**src/rtl/sprite_pkg.sv**
```systemverilog
// Shared types and constants for the sprite ROM fetch path.
// Latency: n/a (types only).
// Backpressure: n/a.
package sprite_pkg;

  localparam int SPR_W      = 20;
  localparam int SPR_H      = 20;
  localparam int SPR_PIXELS = SPR_W * SPR_H;
  localparam int ROM_ADDR_W = 19;
  localparam int PIX_W      = 24;

  typedef logic [PIX_W-1:0] pixel_t;

  typedef enum logic [1:0] {
    IDLE,
    FETCH,
    DRAIN
  } fetch_state_t;

endpackage

```
**src/rtl/sprite_fifo.sv**
```systemverilog
// Small synchronous FIFO with occupancy count.
// Latency: a push is visible at rd_data the cycle after the push edge.
// Backpressure: pop on empty is ignored; the writer must keep its own credit (count) so it never pushes into a full FIFO.
//
// Ports: Clk/Reset_n (async active-low), push + wr_data, pop, rd_data (head entry),
//        count (entries held), empty.
module sprite_fifo #(
  parameter int DEPTH = 4,
  parameter int WIDTH = 24
) (
  input  logic                       Clk,
  input  logic                       Reset_n,
  input  logic                       push,
  input  logic [WIDTH-1:0]           wr_data,
  input  logic                       pop,
  output logic [WIDTH-1:0]           rd_data,
  output logic [$clog2(DEPTH+1)-1:0] count,
  output logic                       empty
);

  localparam int PTR_W = (DEPTH > 1) ? $clog2(DEPTH) : 1;
  localparam int CNT_W = $clog2(DEPTH+1);

  logic [WIDTH-1:0] mem [DEPTH];
  logic [PTR_W-1:0] wr_ptr, rd_ptr;
  logic             full, do_push, do_pop;

  assign empty   = (count == '0);
  assign full    = (count == CNT_W'(DEPTH));
  assign do_pop  = pop && !empty;
  assign do_push = push && (!full || do_pop);
  assign rd_data = mem[rd_ptr];

  always_ff @(posedge Clk or negedge Reset_n) begin
    if (!Reset_n) begin
      wr_ptr <= '0;
      rd_ptr <= '0;
      count  <= '0;
      for (int i = 0; i < DEPTH; i++) mem[i] <= '0;
    end else begin
      if (do_push) begin
        mem[wr_ptr] <= wr_data;
        wr_ptr      <= (wr_ptr == PTR_W'(DEPTH-1)) ? '0 : wr_ptr + 1'b1;
      end
      if (do_pop) rd_ptr <= (rd_ptr == PTR_W'(DEPTH-1)) ? '0 : rd_ptr + 1'b1;
      case ({do_push, do_pop})
        2'b10:   count <= count + 1'b1;
        2'b01:   count <= count - 1'b1;
        default: count <= count;
      endcase
    end
  end

  // Upstream credit accounting must make overflow impossible.
  a_no_overflow: assert property (@(posedge Clk) disable iff (!Reset_n) !(push && full));
  a_count_bound: assert property (@(posedge Clk) disable iff (!Reset_n) count <= CNT_W'(DEPTH));

endmodule

```
**src/rtl/sprite_fetch.sv**
```systemverilog
// Walks one SPR_W x SPR_H sprite out of the ROM and streams it as tagged pixels.
// Latency: first pix_valid 2 cycles after the accepting edge; 1 pixel/cycle when pix_ready is held high.
// Backpressure: issue is throttled by fifo_count + in-flight reads, so stalls never drop ROM data.
//
// Ports: Clk, Reset_n (async active-low); start/base_addr request, busy/done status;
//        rom_addr out / rom_data in (1-cycle registered ROM);
//        pix_valid/pix_ready handshake with pix_data, pix_x, pix_y, pix_last.
module sprite_fetch #(
  parameter int SPR_W      = sprite_pkg::SPR_W,
  parameter int SPR_H      = sprite_pkg::SPR_H,
  parameter int ADDR_W     = sprite_pkg::ROM_ADDR_W,
  parameter int DATA_W     = sprite_pkg::PIX_W,
  parameter int FIFO_DEPTH = 4
) (
  input  logic              Clk,
  input  logic              Reset_n,
  input  logic              start,
  input  logic [ADDR_W-1:0] base_addr,
  output logic              busy,
  output logic              done,
  output logic [ADDR_W-1:0] rom_addr,
  input  logic [DATA_W-1:0] rom_data,
  output logic              pix_valid,
  input  logic              pix_ready,
  output logic [DATA_W-1:0] pix_data,
  output logic [4:0]        pix_x,
  output logic [4:0]        pix_y,
  output logic              pix_last
);

  import sprite_pkg::*;

  localparam int NPIX  = SPR_W * SPR_H;
  localparam int IDX_W = $clog2(NPIX + 1);
  localparam int CNT_W = $clog2(FIFO_DEPTH + 1);
  localparam int OCC_W = CNT_W + 1;

  fetch_state_t      state;
  logic [ADDR_W-1:0] base_q;
  logic [IDX_W-1:0]  issue_idx;
  // [0]: address presented this cycle, [1]: ROM data on rom_data this cycle.
  logic [1:0]        inflight;
  logic [CNT_W-1:0]  fifo_count;
  logic              fifo_empty;
  logic [OCC_W-1:0]  occupancy;
  logic              accept, issue, push, pop, at_last_col, at_last_row, last_pop;

  // Pops are deliberately left out: counting only what is held or owed keeps
  // the check one cycle conservative but removes any overflow corner.
  assign occupancy   = OCC_W'(fifo_count) + OCC_W'(inflight[0]) + OCC_W'(inflight[1]);
  assign issue       = (state == FETCH) && (occupancy < OCC_W'(FIFO_DEPTH));
  // A start coinciding with the done pulse is dropped so back-to-back
  // requests always see a clean IDLE cycle.
  assign accept      = (state == IDLE) && start && !done;
  assign push        = inflight[1];
  assign pix_valid   = !fifo_empty;
  assign pop         = pix_valid && pix_ready;
  assign at_last_col = (pix_x == 5'(SPR_W-1));
  assign at_last_row = (pix_y == 5'(SPR_H-1));
  assign pix_last    = pix_valid && at_last_col && at_last_row;
  assign last_pop    = pop && at_last_col && at_last_row;

  sprite_fifo #(
    .DEPTH (FIFO_DEPTH),
    .WIDTH (DATA_W)
  ) u_fifo (
    .Clk     (Clk),
    .Reset_n (Reset_n),
    .push    (push),
    .wr_data (rom_data),
    .pop     (pop),
    .rd_data (pix_data),
    .count   (fifo_count),
    .empty   (fifo_empty)
  );

  always_ff @(posedge Clk or negedge Reset_n) begin
    if (!Reset_n) begin
      state     <= IDLE;
      busy      <= 1'b0;
      done      <= 1'b0;
      rom_addr  <= '0;
      base_q    <= '0;
      issue_idx <= '0;
      inflight  <= 2'b00;
      pix_x     <= '0;
      pix_y     <= '0;
    end else begin
      done     <= 1'b0;
      inflight <= {inflight[0], accept | issue};

      // x/y tag the FIFO head, so they move only when the head leaves.
      if (pop) begin
        if (at_last_col) begin
          pix_x <= '0;
          pix_y <= at_last_row ? '0 : pix_y + 5'd1;
        end else begin
          pix_x <= pix_x + 5'd1;
        end
      end

      case (state)
        IDLE: begin
          if (accept) begin
            base_q    <= base_addr;
            rom_addr  <= base_addr;
            issue_idx <= IDX_W'(1);
            busy      <= 1'b1;
            state     <= FETCH;
          end
        end
        FETCH: begin
          if (issue) begin
            // Address space wraps silently at 2^ADDR_W.
            rom_addr  <= base_q + ADDR_W'(issue_idx);
            issue_idx <= issue_idx + 1'b1;
            if (issue_idx == IDX_W'(NPIX-1)) state <= DRAIN;
          end
        end
        DRAIN: begin
          if (last_pop) begin
            busy  <= 1'b0;
            done  <= 1'b1;
            state <= IDLE;
          end
        end
        default: state <= IDLE;
      endcase
    end
  end

endmodule

```
**config.mk**
```make
export PLATFORM = sky130hd
export DESIGN_NAME = sprite_fetch
export DESIGN_NICKNAME = d
export VERILOG_FILES = /design/src/rtl/sprite_pkg.sv /design/src/rtl/sprite_fifo.sv /design/src/rtl/sprite_fetch.sv
export SDC_FILE = /design/constraint.sdc
export NUM_CORES = 1
export LEC_CHECK = 0
export ABC_AREA = 1
export CORE_UTILIZATION = 43
export DETAILED_ROUTE_END_ITERATION = 8
export PLACE_DENSITY = 0.65
export SLEW_MARGIN = 20
export SYNTH_ARGS = -nofsm -noshare
export SYNTH_HDL_FRONTEND = slang
export SYNTH_HIERARCHICAL = 1
export SYNTH_SLANG_ARGS = --single-unit
```
**constraint.sdc**
```tcl
create_clock -name Clk -period 6.1 [get_ports Clk]
set_clock_uncertainty 0.05 [all_clocks]
set_input_delay 0.61 -clock Clk [delete_from_list [all_inputs] [get_ports Clk]]
set_output_delay 0.61 -clock Clk [all_outputs]
set_load 0.01 [all_outputs]
```
Word level (Yosys, flattened, before mapping) --
Index checks and enable logic that the tools add are counted.
Cells by class: bitwise logic cells 3, multipliers 0, magnitude comparators 4, multiplexer cells 27, shift operators 0, reduce and logical (&&, ||, !) cells 25, equality and inequality tests 14, divide/modulo/power cells 0, add/subtract/negate cells 10
Operator list (number):
- bitwise mux 96 bit | 1
- two-way mux 24 bit | 3
- binary-select mux 24 bit (select 2 bit) | 1
- demux 24 bit (select 2 bit) | 1
- two-way mux 19 bit | 2
- case mux 19 bit (2 select lines) | 1
- adder 19 x 9 -> 19 bit | 1
- two-way mux 9 bit | 2
- case mux 9 bit (2 select lines) | 1
- two-way mux 2 bit | 6
- logical AND 1 bit | 11
- adder 5 x 1 -> 5 bit, second input constant | 2
- == test 5 bit, second input constant | 2
- two-way mux 5 bit | 2
- adder 9 x 1 -> 9 bit, second input constant | 1
- == test 9 bit, second input constant | 1
- == test 2 bit, second input constant | 4
- greater-or-equal comparator 3 bit, second input constant | 2
- inequality test 2 bit, second input constant | 3
- inverter 2 -> 3 bit | 2
- case mux 2 bit (3 select lines) | 1
- case mux 3 bit (2 select lines) | 1
- AND reduction 3 bit | 2
- nonzero test 2 bit | 3
- other kinds (19) | 27
Word-level totals: output and inout bits 57, bits in read-only memories 0, input port bits 47, word-level logic and storage cells 99, memories 0, bits in writable memories 0, latch bits 0, bits in registers 166

Logic depth before layout (Yosys ltp) --
word-level depth 8, mapped depth 15, mapped depth without buffers 14

Hierarchy --
Netlist, hierarchy kept.
Modules (own cells, without submodules):
- sprite_fifo | seq. area each 2577.5 um^2, cells an instance 613, area an instance 5103.6 um^2, instances 1
- sprite_fetch | seq. area each 1576.5 um^2, cells an instance 513, area an instance 3786.1 um^2, instances 1

Least setup slack after synthesis --
No wires, ideal clock.
path type register -> register, start point register u_fifo.count[0], end point register u_fifo.count[2], period minus slack after synthesis 2.530 ns, buffers on the path 1, required time 5.927 ns, setup slack 3.570 ns, arrival 2.357 ns, setup time 0.123 ns, cell stages (with the launch flop) 15, cell sequence dfrtp_1 -> nor3_1 -> inv_1 -> nand2_1 -> inv_1 -> nor2_1 -> nand2_2 -> buf_4 -> nand2_1 -> ha_1 -> inv_1 -> fa_1 -> nand2_1 -> nand3_1 -> xor2_1
Between the ends: cells in the longest elaborated chain, start to end 8, elaborated cells on any way between the ends 14, classes of those cells 2 x add/sub; 3 x eq/ne; 1 x mux; 8 x reduce/logical
RTL lines:
- start: declaration | RTL line sprite_fifo.sv:17 | output logic [$clog2(DEPTH+1)-1:0] count,
- start signal: assignment | RTL line sprite_fifo.sv:47 | 2'b10: count <= count + 1'b1;
- start signal: assignment | RTL line sprite_fifo.sv:48 | 2'b01: count <= count - 1'b1;
- start signal: assignment | RTL line sprite_fifo.sv:49 | default: count <= count;
- zero test 3 bit * | RTL line sprite_fifo.sv:28 | assign empty = (count == '0);
- via fifo_empty | RTL line sprite_fetch.sv:44 | logic fifo_empty;
- zero test 1 bit * | RTL line sprite_fetch.sv:56 | assign pix_valid = !fifo_empty;
- via pix_valid | RTL line sprite_fetch.sv:23 | output logic pix_valid,
- logical AND 1 bit * | RTL line sprite_fetch.sv:57 | assign pop = pix_valid && pix_ready;
- via pop | RTL line sprite_fetch.sv:46 | logic accept, issue, push, pop, at_last_col, at_last_row, last_pop;
- logical AND 1 bit * | RTL line sprite_fifo.sv:30 | assign do_pop = pop && !empty;
- logical OR 1 bit | RTL line sprite_fifo.sv:31 | assign do_push = push && (!full || do_pop);
- logical AND 1 bit | RTL line sprite_fifo.sv:31
- == test 2 x 1 -> 1 bit / == test 2 bit (equally long branches) | RTL line sprite_fifo.sv:46 | case ({do_push, do_pop})
- case mux 3 bit (2 select lines) / nonzero test 2 bit (equally long branches)
Mark *: on every way through the listed nets, which the timed path passes. The rest lies on a longest branch. A chain may end at the register's enable or synchronous reset.

Final worst setup path --
start point register u_fifo.rd_ptr[1], end point output port pix_data[4]
Between the ends: cells in the longest elaborated chain, start to end 4
RTL lines:
- start: declaration | RTL line sprite_fifo.sv:25 | logic [PTR_W-1:0] wr_ptr, rd_ptr;
- start signal: assignment | RTL line sprite_fifo.sv:45 | if (do_pop) rd_ptr <= (rd_ptr == PTR_W'(DEPTH-1)) ? '0 : rd_ptr + 1'b1;
- inverter 2 -> 3 bit (implied by the code) | RTL line sprite_fifo.sv:32 | assign rd_data = mem[rd_ptr];
- binary-select mux 24 bit (select 2 bit) | RTL line sprite_fifo.sv:32
- two-way mux 24 bit (implied by the code) (2 in a row) | RTL line sprite_fifo.sv:32
- end: declaration | RTL line sprite_fetch.sv:25 | output logic [DATA_W-1:0] pix_data,
Every way passes these cells. The select of a mux whose other input is x is not followed.

==> flow_summary.toml <==
[die]
core_um2 = 20200
die_h_um = 146
fp.dieW_um = 146
initial_core_util_pct = 43.9
rows = 52
io_pins = 104
die-area_um2 = 21300

[placement]
dp_hpwl_mm = 14.3
io_buffers = 103
place_congestion = 0.833

[timing]
finalHoldViolCount = 0
post-route-period-util_pct = 61.7
fmax_ghz = 0.266
whs_ns = 0.0341
slew_headroom_pct = 35.5
period_needed_ns = 3.76
rsz0062_at_grt = "false"
final.setup.tns_ns = 0
worst_slew_pin_slew_ns = 0.967
setup_viol = 0
maxSlewViolCount = 0

[detailed_routing]
via_per_inst = 5.40
dr.pass1.iters = 8
drt_iter0_markers = 760
ant_nets = 0
vias = 7949
totalWireLength_mm = 23.6
wl_per_cell_um = 16.0
drc = 0

[cts]
cts_buffers = 17
h-tree-depth = 4
cts.clk_slew.worst_paths_ns = 0.07
postCtsSetupBuffers = 0
clk_latency_ns = 0.42
cts-root-buf = "clkbuf_16"
clock_path_buffers = 2
cts_tree = "done"
cts.sinks = 166
cts_resized = 0
hold_buffers = 0

[synthesis]
ys_ff_latch = 166
synth_common_cells = "352 x nand2_1, 166 x dfrtp_1, 107 x nand4_1"
seq_area_frac_synth_pct = 46.7
yosysUniqueCellTypes = 43
syn_avg_cell_area_um2 = 7.90
syn_area_um2 = 8890
synth_cells = 1126
synthArstFlopShare_pct = 100
synth-edff-count = 0
yosysWarnings = 6
synthTopCellsByArea = "dfrtp_1 47%, nand2_1 15%, nand4_1 7.5%"
synth_fp_nets = 1194
yosysMostFrequentCell = "nand2_1"
synth_top_area_cell = "dfrtp_1"
synth_ff_type = "dfrtp_1"
synth.top_cell.area_share_pct = 46.7

[critical_path]
cp_max_fo = 26
reg2reg_from = "u_fifo/count[1]"
critPathKind = "reg2out"
endpoint_kind = "output port"
required_ns = 5.44
worstRegToRegCells = 13
cp-start-kind = "flip-flop"
worstPathArrival_ns = 3.10
r2r_setup_slack_ns = 2.99
reg2reg_to = "u_fifo/count[2]"

[power_and_ir_drop]
p_clk_share_pct = 18.1
internal-power_uw = 3200
p_leak_uw = 0.00514
switching_share_pct = 43.6
ir_worst_vdd_v = 0.000263
power_density_nw_per_um2 = 541
seqPwrFrac_pct = 34.5
combPwrFrac_pct = 47.4
net-switching-power_uw = 2470
power_uw = 5670

[global_routing]
antenna_found_initial = 1
grt_pass1_vias = 7666
grt_first_pass_wirelength_mm = 39.4
grt_usage_pct = 23.0
grt.overflow.total = 0
grt_start_max_net_pins = 79

[final_layout]
drive_gt1_share_pct = 5.66
final_nets = 1257
nFillCells = 1936
syn2layout_area_growth_pct = 17.9

[hold_path]
hold_path.class = "in2async"

[run]
maxCapViolations = 0

[outcome]
status = "finished, final reports clean"
==> metal layers <==
metal  vias up  share of wire (%)  GRT usage [%]
li1       3864                  -              -
met1      3808                 48           33.8
met2       266                 44           34.3
met3        11                6.9           4.83
met4         0               0.67           5.84
met5         -                  0              0
==> layout by cell type, fill, tap and decap left out, types with 2 or more instances in the layout <==
cell type,n
nand2_1,352
dfrtp_1,165
nand4_1,107
clkdlybuf4s50_1,102
nor2_1,97
o21ai_0,79
inv_1,75
nand3_1,41
a21oi_1,28
o22ai_1,24
ha_1,18
clkbuf_16,17
nor3_1,10
buf_4,10
xor2_1,8
inv_6,6
o21ai_1,5
clkinv_4,5
xnor2_1,4
nor2_2,3
or2_2,3
o31ai_2,3
and2_1,3
nand3_4,3
nor2_4,2
nand2_2,2
nand2_4,2
clkinv_1,2
and3_1,2
nand3b_1,2
fa_1,2
==> per-stage QoR <==
stage | setup WS, ns | utilization, % | cell area [µm²] | cells
global placement | 2.73 | 49.0 | 9920 | 1440
floorplan | 3.57 | - | 8890 | 1126
global route | 2.25 | 51.8 | 10500 | 1473
finish | 2.34 | 51.8 | 10500 | 1473
detailed placement | 2.69 | 49.0 | 9920 | 1440
CTS | 2.40 | 51.8 | 10500 | 1472
==> cell type report <==
cell class                      count  area (µm²)  share of cell area (%)
Multi-Input combinational cell    812        4030                    38.4
Inverter                           79         299                    2.85
Antenna cell                        1        2.50                  0.0239
Clock buffer                       19         443                    4.22
Sequential cell                   166        4160                    39.6
Clock inverter                     13         113                    1.07
Tap cell                          270         338                    3.22
Timing Repair Buffer              113        1110                    10.6
==> worst max-delay path by stage <==
stage                           from  slack, ns              end  cells past startpoint
floorplan            u_fifo/count[0]       3.57  u_fifo/count[2]                     14
CTS                 u_fifo/rd_ptr[1]       2.40      pix_data[4]                      4
finish              u_fifo/rd_ptr[1]       2.34      pix_data[4]                      4
global placement           pix_ready       2.73   u_fifo/mem[45]                      9
detailed placement         pix_ready       2.69   u_fifo/mem[28]                      9
global route        u_fifo/rd_ptr[1]       2.25      pix_data[1]                      4
==> flip-flops by register name, summed over array words and instances (netlist names), 2 cells and up <==
register and cells:
state 2, pix_y 5, u_fifo/mem 96, pix_x 5
base_q 19, u_fifo/wr_ptr 2, u_fifo/count 3, inflight 2
issue_idx 9, rom_addr 19, u_fifo/rd_ptr 2
==> cells by family after synthesis <==
family | after synthesis | synth area share [%]
and+or+nand+nor | 635 | 32.0
DFF | 166 | 46.7
buffers and inverters | 148 | 8.11
AOI/OAI and AO/OA | 144 | 8.84
adders and majority gates | 21 | 3.12
xor gates and xnor gates | 12 | 1.18
==> power by group through the flow <==
stage	clock network, µW	logic (µW)	registers (µW)
2_1_floorplan	0	1790	1880
3_3_place_gp	0	2620	1960
3_5_place_dp	0	2670	1960
4_1_cts	1050	2680	1950
5_1_grt	1090	3000	2010
6_report	1030	2690	1960
==> worst max-delay path, cell delays in order, from the launching register on <==
cell,delay (ns)
dfrtp_1,0.75
inv_1,0.82
o21ai_0,0.20
o22ai_1,0.31
clkdlybuf4s50_1,0.61
(Power assumes the default switching activity.)
